<file path="src/rtl/vliw_stall_ctrl.sv">
// Hazard-driven stall controller for a multi-slot VLIW pipeline: detects load-use and
// branch-compare hazards in ID and freezes the front end for the required number of cycles.
module vliw_stall_ctrl #(
  parameter int SLOTS        = 2,
  parameter int SRCS         = 3,
  parameter int AW           = 3,
  parameter int BR_LD_STALLS = 2
) (
  input  logic                     clk,
  input  logic                     reset,
  input  logic                     dec_valid,
  input  logic [SLOTS*SRCS*AW-1:0] dec_src,
  input  logic [SLOTS*SRCS-1:0]    dec_src_vld,
  input  logic [SLOTS-1:0]         dec_is_branch,
  input  logic [SLOTS-1:0]         ex_regwrite,
  input  logic [SLOTS-1:0]         ex_memread,
  input  logic [SLOTS*AW-1:0]      ex_rd,
  input  logic [SLOTS-1:0]         mem_regwrite,
  input  logic [SLOTS-1:0]         mem_memread,
  input  logic [SLOTS*AW-1:0]      mem_rd,
  input  logic                     redirect,
  output logic                     pc_write,
  output logic                     if_id_write,
  output logic                     id_ex_bubble,
  output logic                     stall_busy,
  output logic [15:0]              stall_cycles
);

  localparam int RW = (BR_LD_STALLS < 1) ? 1 : $clog2(BR_LD_STALLS + 1);
  localparam logic [RW-1:0] BR_LD_N = RW'(BR_LD_STALLS);
  localparam logic [RW-1:0] ONE_N   = RW'(1);

  typedef enum logic {IDLE, STALL} state_e;

  state_e        state_q;
  logic [RW-1:0] rem_q;
  logic [15:0]   cyc_q;
  logic [RW-1:0] need_d;
  logic          stall_d;

  function automatic logic [RW-1:0] max_n(input logic [RW-1:0] a, input logic [RW-1:0] b);
    return (a > b) ? a : b;
  endfunction

  // Worst-case stall requirement over every operand x producer-slot pair
  always_comb begin
    logic [AW-1:0] src;
    logic          ex_hit;
    logic          mem_hit;
    need_d  = '0;
    src     = '0;
    ex_hit  = 1'b0;
    mem_hit = 1'b0;
    for (int s = 0; s < SLOTS; s++) begin
      for (int k = 0; k < SRCS; k++) begin
        src = dec_src[(s*SRCS+k)*AW +: AW];
        if (dec_src_vld[s*SRCS+k] && (src != '0)) begin
          for (int j = 0; j < SLOTS; j++) begin
            ex_hit  = ex_regwrite[j]  && (ex_rd[j*AW +: AW]  == src);
            mem_hit = mem_regwrite[j] && (mem_rd[j*AW +: AW] == src);
            if (ex_hit && ex_memread[j])
              need_d = max_n(need_d, dec_is_branch[s] ? BR_LD_N : ONE_N);
            if (dec_is_branch[s] && ex_hit && !ex_memread[j])
              need_d = max_n(need_d, ONE_N);
            if (dec_is_branch[s] && mem_hit && mem_memread[j])
              need_d = max_n(need_d, ONE_N);
          end
        end
      end
    end
    if (!dec_valid)
      need_d = '0;
  end

  // Redirect and reset both override any hazard in the same cycle
  always_comb begin
    stall_d = 1'b0;
    if (!reset && !redirect)
      stall_d = (state_q == STALL) || (need_d != '0);
  end

  assign pc_write     = ~stall_d;
  assign if_id_write  = ~stall_d;
  assign id_ex_bubble = stall_d;
  assign stall_busy   = (state_q == STALL) && !reset;
  assign stall_cycles = cyc_q;

  always_ff @(posedge clk) begin
    if (reset) begin
      state_q <= IDLE;
      rem_q   <= '0;
      cyc_q   <= '0;
    end else begin
      if (stall_d && (cyc_q != 16'hFFFF))
        cyc_q <= cyc_q + 16'd1;
      if (redirect) begin
        state_q <= IDLE;
        rem_q   <= '0;
      end else begin
        case (state_q)
          IDLE: begin
            if (need_d > ONE_N) begin
              state_q <= STALL;
              rem_q   <= need_d - ONE_N;
            end
          end
          STALL: begin
            if (rem_q <= ONE_N) begin
              state_q <= IDLE;
              rem_q   <= '0;
            end else begin
              rem_q <= rem_q - ONE_N;
            end
          end
          default: begin
            state_q <= IDLE;
            rem_q   <= '0;
          end
        endcase
      end
    end
  end

endmodule

</file>
<file path="config.mk">
export PLATFORM = sky130hd
export DESIGN_NAME = vliw_stall_ctrl
export DESIGN_NICKNAME = d
export VERILOG_FILES = /design/src/rtl/vliw_stall_ctrl.sv
export SDC_FILE = /design/constraint.sdc
export NUM_CORES = 1
export LEC_CHECK = 0
export CORE_MARGIN = 8
export CORE_UTILIZATION = 29
export CTS_CLUSTER_SIZE = 25
export DETAILED_ROUTE_END_ITERATION = 12
export GPL_TIMING_DRIVEN = 0
export PLACE_DENSITY = 0.59
export SLEW_MARGIN = 25
export SYNTH_ARGS = -nofsm -noshare
export SYNTH_HDL_FRONTEND = slang
export SYNTH_SLANG_ARGS = --single-unit
</file>
<file path="constraint.sdc">
create_clock -name clk -period 10.37 [get_ports clk]
set_input_delay 2.074 -clock clk [delete_from_list [all_inputs] [get_ports clk]]
set_output_delay 2.074 -clock clk [all_outputs]
set_load 0.02 [all_outputs]
</file>
==> reports/metrics.cfg, run 1 <==
[power]
power.density_cell_area_nw_per_um2 = 70.4
leakagePower_nw = 1.08
ir_worst_vdd_mv = 0.0347

[yosys]
syn-mean-instance-area_um2 = 7.57
post_synth_inst_count = 322
ys_ff_latch = 19
yosys.cell_types.count = 57
yosysMostFrequentCell = sky130_fd_sc_hd__xor2_1
ys_dominant_reg_cell = sky130_fd_sc_hd__dfxtp_1
synth.cell_area_um2 = 2440
synth_async_sr_flop_share = 0
synth_area_leader_cell = sky130_fd_sc_hd__xor2_1
ys_seq_area_frac = 0.156
synthTopCellsByArea = sky130_fd_sc_hd__xor2_1 24%, sky130_fd_sc_hd__dfxtp_1 16%, sky130_fd_sc_hd__xnor2_1 7.2%
total_of_warnings_raised_by_yosys = 0
synth_nets = 375
synth-edff-count = 0
synth.top_cells.by_count = 67 x sky130_fd_sc_hd__xor2_1, 24 x sky130_fd_sc_hd__nor2_1, 22 x sky130_fd_sc_hd__clkbuf_1, 20 x sky130_fd_sc_hd__xnor2_1, 19 x sky130_fd_sc_hd__dfxtp_1
area_fraction_of_the_dominant_cell_type_after_synthesis = 0.241

[clock_tree]
cts_sinks = 19
setup_fix_buffers_added_after_clock_tree_synthesis = 0
clock_tree.root_cell = sky130_fd_sc_hd__clkbuf_8
clkLatencyLatePin_ns = 0.26
cts_max_level = 1
clk_transition_reported_paths_ns = 0.07
cts_tree = yes
cts_made_buffers = 3
cts.repair.resized = 0
clk_buf_depth = 2
cts_hold_fix_bufs = 0

[global_route]
first_pass_grt_wire_length_mm = 12.2
grt_start_max_net_pins = 12
globalRoute.busiestLayer = met2
first_global_vias = 2458
globalRouteMet2Util = 0.217
grt-ovfl-total = 0
global_route.usage.total = 0.129
groute.layer.met1.usage = 0.170
groute.layer.met3.usage = 0.0192
antenna_found_initial = 0

[cells_and_area]
post_layout_nonfiller_instances = 469
fill_cells = 891
final_cell_area_um2 = 3000
final-seq-area_um2 = 380
diodes = 0
multi_input_gate_area_um2 = 1870
finalNetCount = 418
synthToLayoutAreaGrowth_pct = 22.9
post_route_cells_drive_above_1_share = 0.0797
finish.utilization = 0.367

[timing]
timing.final.hold_violations = 0
fmaxAchievable_ghz = 0.126
layout_min_cycle_time_ns = 7.96
grt_setup_unrepaired = false
slew_violations = 0
timing.clock.skew_ns = 0.00781
finalSetupViolCount = 0
min_period_over_period = 0.768
tightestPinTransition_ns = 0.768
final.hold.worst_slack_ns = 0.479
worst_slew_margin_rel = 0.482
tns_ns = 0

[worst_setup_path]
worstSetupPathType = in2out
endpoint_kind = output pin
cp_data_required_time_ns = 8.30
crit_path_max_fanout = 8
cpPeakStageDelay_ns = 0.74
slowest_stage = sky130_fd_sc_hd__clkdlybuf4s50_1
arrival_ns = 5.89
start_kind = primary input
timing.critical_path.cells = clkdlybuf4s50_1 -> and2_1 -> nand4_1 -> and2_1 -> o22ai_1 -> nor4bb_1 -> a211o_1 -> a21oi_1 -> ha_1 -> inv_1 -> o21ai_0 -> buf_4 -> clkdlybuf4s50_1

[detailed_routing]
route.detailed.vias_per_inst = 5.11
detail_route.first_pass.iterations = 4
via_count = 2398
number_of_antenna_violating_nets_in_the_routed_design = 0
avgRoutedWirePerCell_um = 16.1
detail_route.wirelength_mm = 7.55
detailedRoute.firstIterationViolations = 125
drc = 0

[floorplan]
floorplan.die_area_um2 = 11600
pin_count = 70
starting_density_of_the_core = 0.298
floorplan_die_height_um = 108
placeableCoreArea_um2 = 8180
floorplan.rows = 33
die-width_um = 108

[outcome]
status = finished clean

[placed_design]
gp_congestion = 0.888
port-buffer-count = 38
dpl-instance-area_um2 = 2950
place.detailed.hpwl_mm = 6.04
place_inst = 465

[min_path]
hp-class = reg2reg

[flow_run]
drv.max_cap_violation_count = 0

-- worst max-delay path, delay by kind of cell --
kind	cells	cell delay, ns
buffers and inverters	4	1.59
adder cells (fa/ha/maj)	1	0.16
AO/OA/AOI/OAI	4	1.27
AND/OR/NAND/NOR	4	0.77
-- logic make-up after synthesis --
group | Yosys count | synth area share
buffers and inverters | 43 | 0.0759
xor gates and xnor gates | 88 | 0.319
adders and majority gates | 3 | 0.0154
AOI/OAI and AO/OA | 54 | 0.159
muxes | 3 | 0.0128
DFF | 19 | 0.156
and+or+nand+nor | 112 | 0.262
-- flip-flops by register name, summed over array words and instances, names as in the netlist --
name,cells
stall_cycles,16
rem_q,2
state_q,1
-- per-layer routing --
layer	vias to the layer above	wire (µm)
li1	1214	-
met1	1095	3450
met2	83	3590
met3	6	456
met4	0	54
met5	-	0
-- power by group --
part / internal (mW) / leakage [nW] / switching (mW)
clock network: 0.0267 / 0.0255 / 0.0245
registers: 0.0734 / 0.153 / 0.000549
logic: 0.0365 / 0.899 / 0.0491
-- cell usage in the layout (no fill, tap or decap), types with 6 or more instances in the layout --
master	netlist	routed
sky130_fd_sc_hd__nor3_1	6	6
sky130_fd_sc_hd__xor2_1	67	67
sky130_fd_sc_hd__nand4_1	10	10
sky130_fd_sc_hd__xnor2_1	20	20
sky130_fd_sc_hd__o21ai_0	12	12
sky130_fd_sc_hd__dfxtp_1	19	19
sky130_fd_sc_hd__nor4_1	16	16
sky130_fd_sc_hd__nand3_1	14	14
sky130_fd_sc_hd__buf_2	10	10
sky130_fd_sc_hd__nor2_1	24	24
sky130_fd_sc_hd__clkbuf_1	22	22
sky130_fd_sc_hd__nand2_1	17	17
sky130_fd_sc_hd__a21oi_1	12	12
sky130_fd_sc_hd__clkdlybuf4s50_1	0	38
sky130_fd_sc_hd__inv_1	8	8
-- per-stage QoR --
step,setup WS (ns),power (mW)
2_1_floorplan,3.44,0.137
3_3_place_gp,2.37,0.159
3_5_place_dp,2.42,0.161
4_1_cts,2.42,0.213
5_1_grt,2.19,0.224
6_report,2.41,0.211
-- final timing paths --
check / start / to / slack (ns) / depth (start not counted)
worst max register to register: stall_cycles[10] / stall_cycles[13] / 8.24 / 7
worst min-delay path: rem_q[1] / rem_q[1] / 0.48 / 2
worst max-delay path: ex_regwrite[0] / pc_write / 2.41 / 13
worst min register to register: rem_q[1] / rem_q[1] / 0.48 / 2
-- area by class of cell --
type | count | area share
timing repair buffer | 38 | 0.127
clock inverter | 1 | 0.00167
buffer | 35 | 0.0518
sequential | 19 | 0.127
multi-input combinational | 260 | 0.625
inverter | 8 | 0.0100
tap | 105 | 0.0438
clock buffer | 3 | 0.0138
Note: power is estimated with default switching activity, not from simulation.
==> inputs of run 2 (changes only) <==
Settings changed: PLACE_DENSITY 0.59 to 0.61.
Clock period 10.37 ns to 7.1 ns, I/O delays scaled along.
==> run 2 against run 1 <==
Clock power up 45%. Highest routed layer unchanged. Core utilization is the same. Clock skew shrank 0.0065 ns. Sequential share of layout area unchanged. Critical path depth is the same. Largest cell class unchanged. Worst hold slack improved by 0.0073 ns. Critical endpoint unchanged. Combinational power rose by 46%.
==> reports/metrics.cfg, run 2 (same netlist as run 1, synthesis figures left out) <==
[outcome]
status = finished clean

[cells_and_area]
most_common_cell_after_layout_fill_and_taps_aside = sky130_fd_sc_hd__xor2_1
post_layout_nonfiller_instances = 469
largest_register_ffs = 16
mostFrequentLayoutCells = 67 x sky130_fd_sc_hd__xor2_1, 38 x sky130_fd_sc_hd__clkdlybuf4s50_1, 24 x sky130_fd_sc_hd__nor2_1
post_route_cells_drive_above_1_share = 0.0797
final_cell_area_um2 = 3000
finish.utilization = 0.367
finalNetCount = 418
synthToLayoutAreaGrowth_pct = 22.9
diodes = 0

[timing]
timing.clock.skew_ns = 0.00130
layout_min_cycle_time_ns = 6.74
finalSetupViolCount = 0
tns_ns = 0
timing.final.hold_violations = 0
slew_violations = 0
grt_setup_unrepaired = false
min_period_over_period = 0.950
fin_ws_ns = 0.356
final.hold.worst_slack_ns = 0.486
fmaxAchievable_ghz = 0.148
tightestPinTransition_ns = 0.843
worst_slew_margin_rel = 0.432

[floorplan]
pin_count = 70
starting_density_of_the_core = 0.298
floorplan_die_height_um = 108
floorplan.rows = 33
die-width_um = 108
placeableCoreArea_um2 = 8180
floorplan.die_area_um2 = 11600

[worst_setup_path]
timing.critical_path.cells = clkdlybuf4s50_1 -> nand2_4 -> nor4b_4 -> a31oi_1 -> o22ai_1 -> nor4bb_1 -> a211o_1 -> a21oi_1 -> ha_1 -> inv_1 -> o21ai_0 -> buf_4 -> clkdlybuf4s50_1
cp_num_cells = 13
crit_top_cell = sky130_fd_sc_hd__clkdlybuf4s50_1
critical-path-top-delay-family = buffers and inverters
cp.buffers_inverters = 4
endpoint_kind = output pin
cpPeakStageDelay_ns = 0.73
r2r_slack_ns = 4.99
worst_r2r_startpoint = stall_cycles[10]
crit_path_max_fanout = 8
cp_data_required_time_ns = 5.68
worstSetupPathType = in2out
rr_endpoint = stall_cycles[12]
slowest_stage = sky130_fd_sc_hd__clkdlybuf4s50_1
start_kind = primary input
timing.reg2reg.worst_path_depth = 7
arrival_ns = 5.32

[global_route]
grt_start_max_net_pins = 12
grt-ovfl-total = 0
first_global_vias = 2462
global_route.usage.total = 0.128
first_pass_grt_wire_length_mm = 12.2
antenna_found_initial = 0

[detailed_routing]
drc = 0
detail_route.first_pass.iterations = 4
detailedRoute.firstIterationViolations = 123
route.detailed.vias_per_inst = 5.08
avgRoutedWirePerCell_um = 15.9
via_count = 2384
detail_route.wirelength_mm = 7.47
number_of_antenna_violating_nets_in_the_routed_design = 0

[placed_design]
port-buffer-count = 38
place.detailed.hpwl_mm = 6.03
post-place-ws_ns = 0.361
place_inst = 465
gp_congestion = 0.878
dpl-instance-area_um2 = 2950

[clock_tree]
clkLatencyLatePin_ns = 0.25
cts_tree = yes
cts_sinks = 19
cts.repair.resized = 0
cts_hold_fix_bufs = 0
cts_made_buffers = 3
clk_transition_reported_paths_ns = 0.07
clk_buf_depth = 2
cts_max_level = 1
clock_tree.root_cell = sky130_fd_sc_hd__clkbuf_8
setup_fix_buffers_added_after_clock_tree_synthesis = 0

[min_path]
holdPathEnd = state_q
hp-class = reg2reg
cell_count_of_the_worst_hold_path = 2
worst_hold_start = rem_q[1]

[power]
total_power_after_layout_uw = 308
power.density_cell_area_nw_per_um2 = 103
ir_worst_vdd_mv = 0.0672
leakagePower_nw = 1.08

[flow_run]
drv.max_cap_violation_count = 0

run 2: how the worst max path moves through the flow:
stage	startpoint	end	slack, ns
finish	ex_regwrite[0]	pc_write	0.36
floorplan	mem_rd[2]	id_ex_bubble	1.48
global route	ex_regwrite[0]	pc_write	0.09
global placement	ex_regwrite[0]	pc_write	0.38
CTS	ex_regwrite[0]	pc_write	0.36
detailed placement	ex_regwrite[0]	pc_write	0.36
run 2: power breakdown:
group	internal [mW]	leakage (nW)	total (mW)	switching (mW)
clock network	0.0389	0.0255	0.0744	0.0354
registers	0.107	0.153	0.108	0.000779
logic	0.0533	0.899	0.125	0.0720
run 2: metal layers:
layer / up-vias / part of all wire / global-route usage / wire, µm
li1: 1207 / - / - / -
met1: 1099 / 0.47 / 0.165 / 3480
met2: 74 / 0.48 / 0.225 / 3550
met3: 4 / 0.052 / 0.0156 / 390
met4: 0 / 0.0068 / 0.0218 / 51
met5: - / 0 / 0 / 0
run 2: worst register-to-register path, cell delays in order, from the launching register on:
cell                        delay (ns)
sky130_fd_sc_hd__dfxtp_1          0.36
sky130_fd_sc_hd__and4_1           0.22
sky130_fd_sc_hd__and2_1           0.21
sky130_fd_sc_hd__a2111oi_2        0.50
sky130_fd_sc_hd__nor3b_2          0.35
sky130_fd_sc_hd__nand3_1          0.13
sky130_fd_sc_hd__xor2_1           0.17
sky130_fd_sc_hd__nor2_1           0.05
run 2: cell type report:
cell class                 count  area [µm²]
buffer                        35         155
clock buffer                   3        41.3
clock inverter                 1        5.00
fill                         879        5180
inverter                       8        30.0
multi-input combinational    260        1870
sequential                    19         380
tap                          105         131
timing repair buffer          38         380
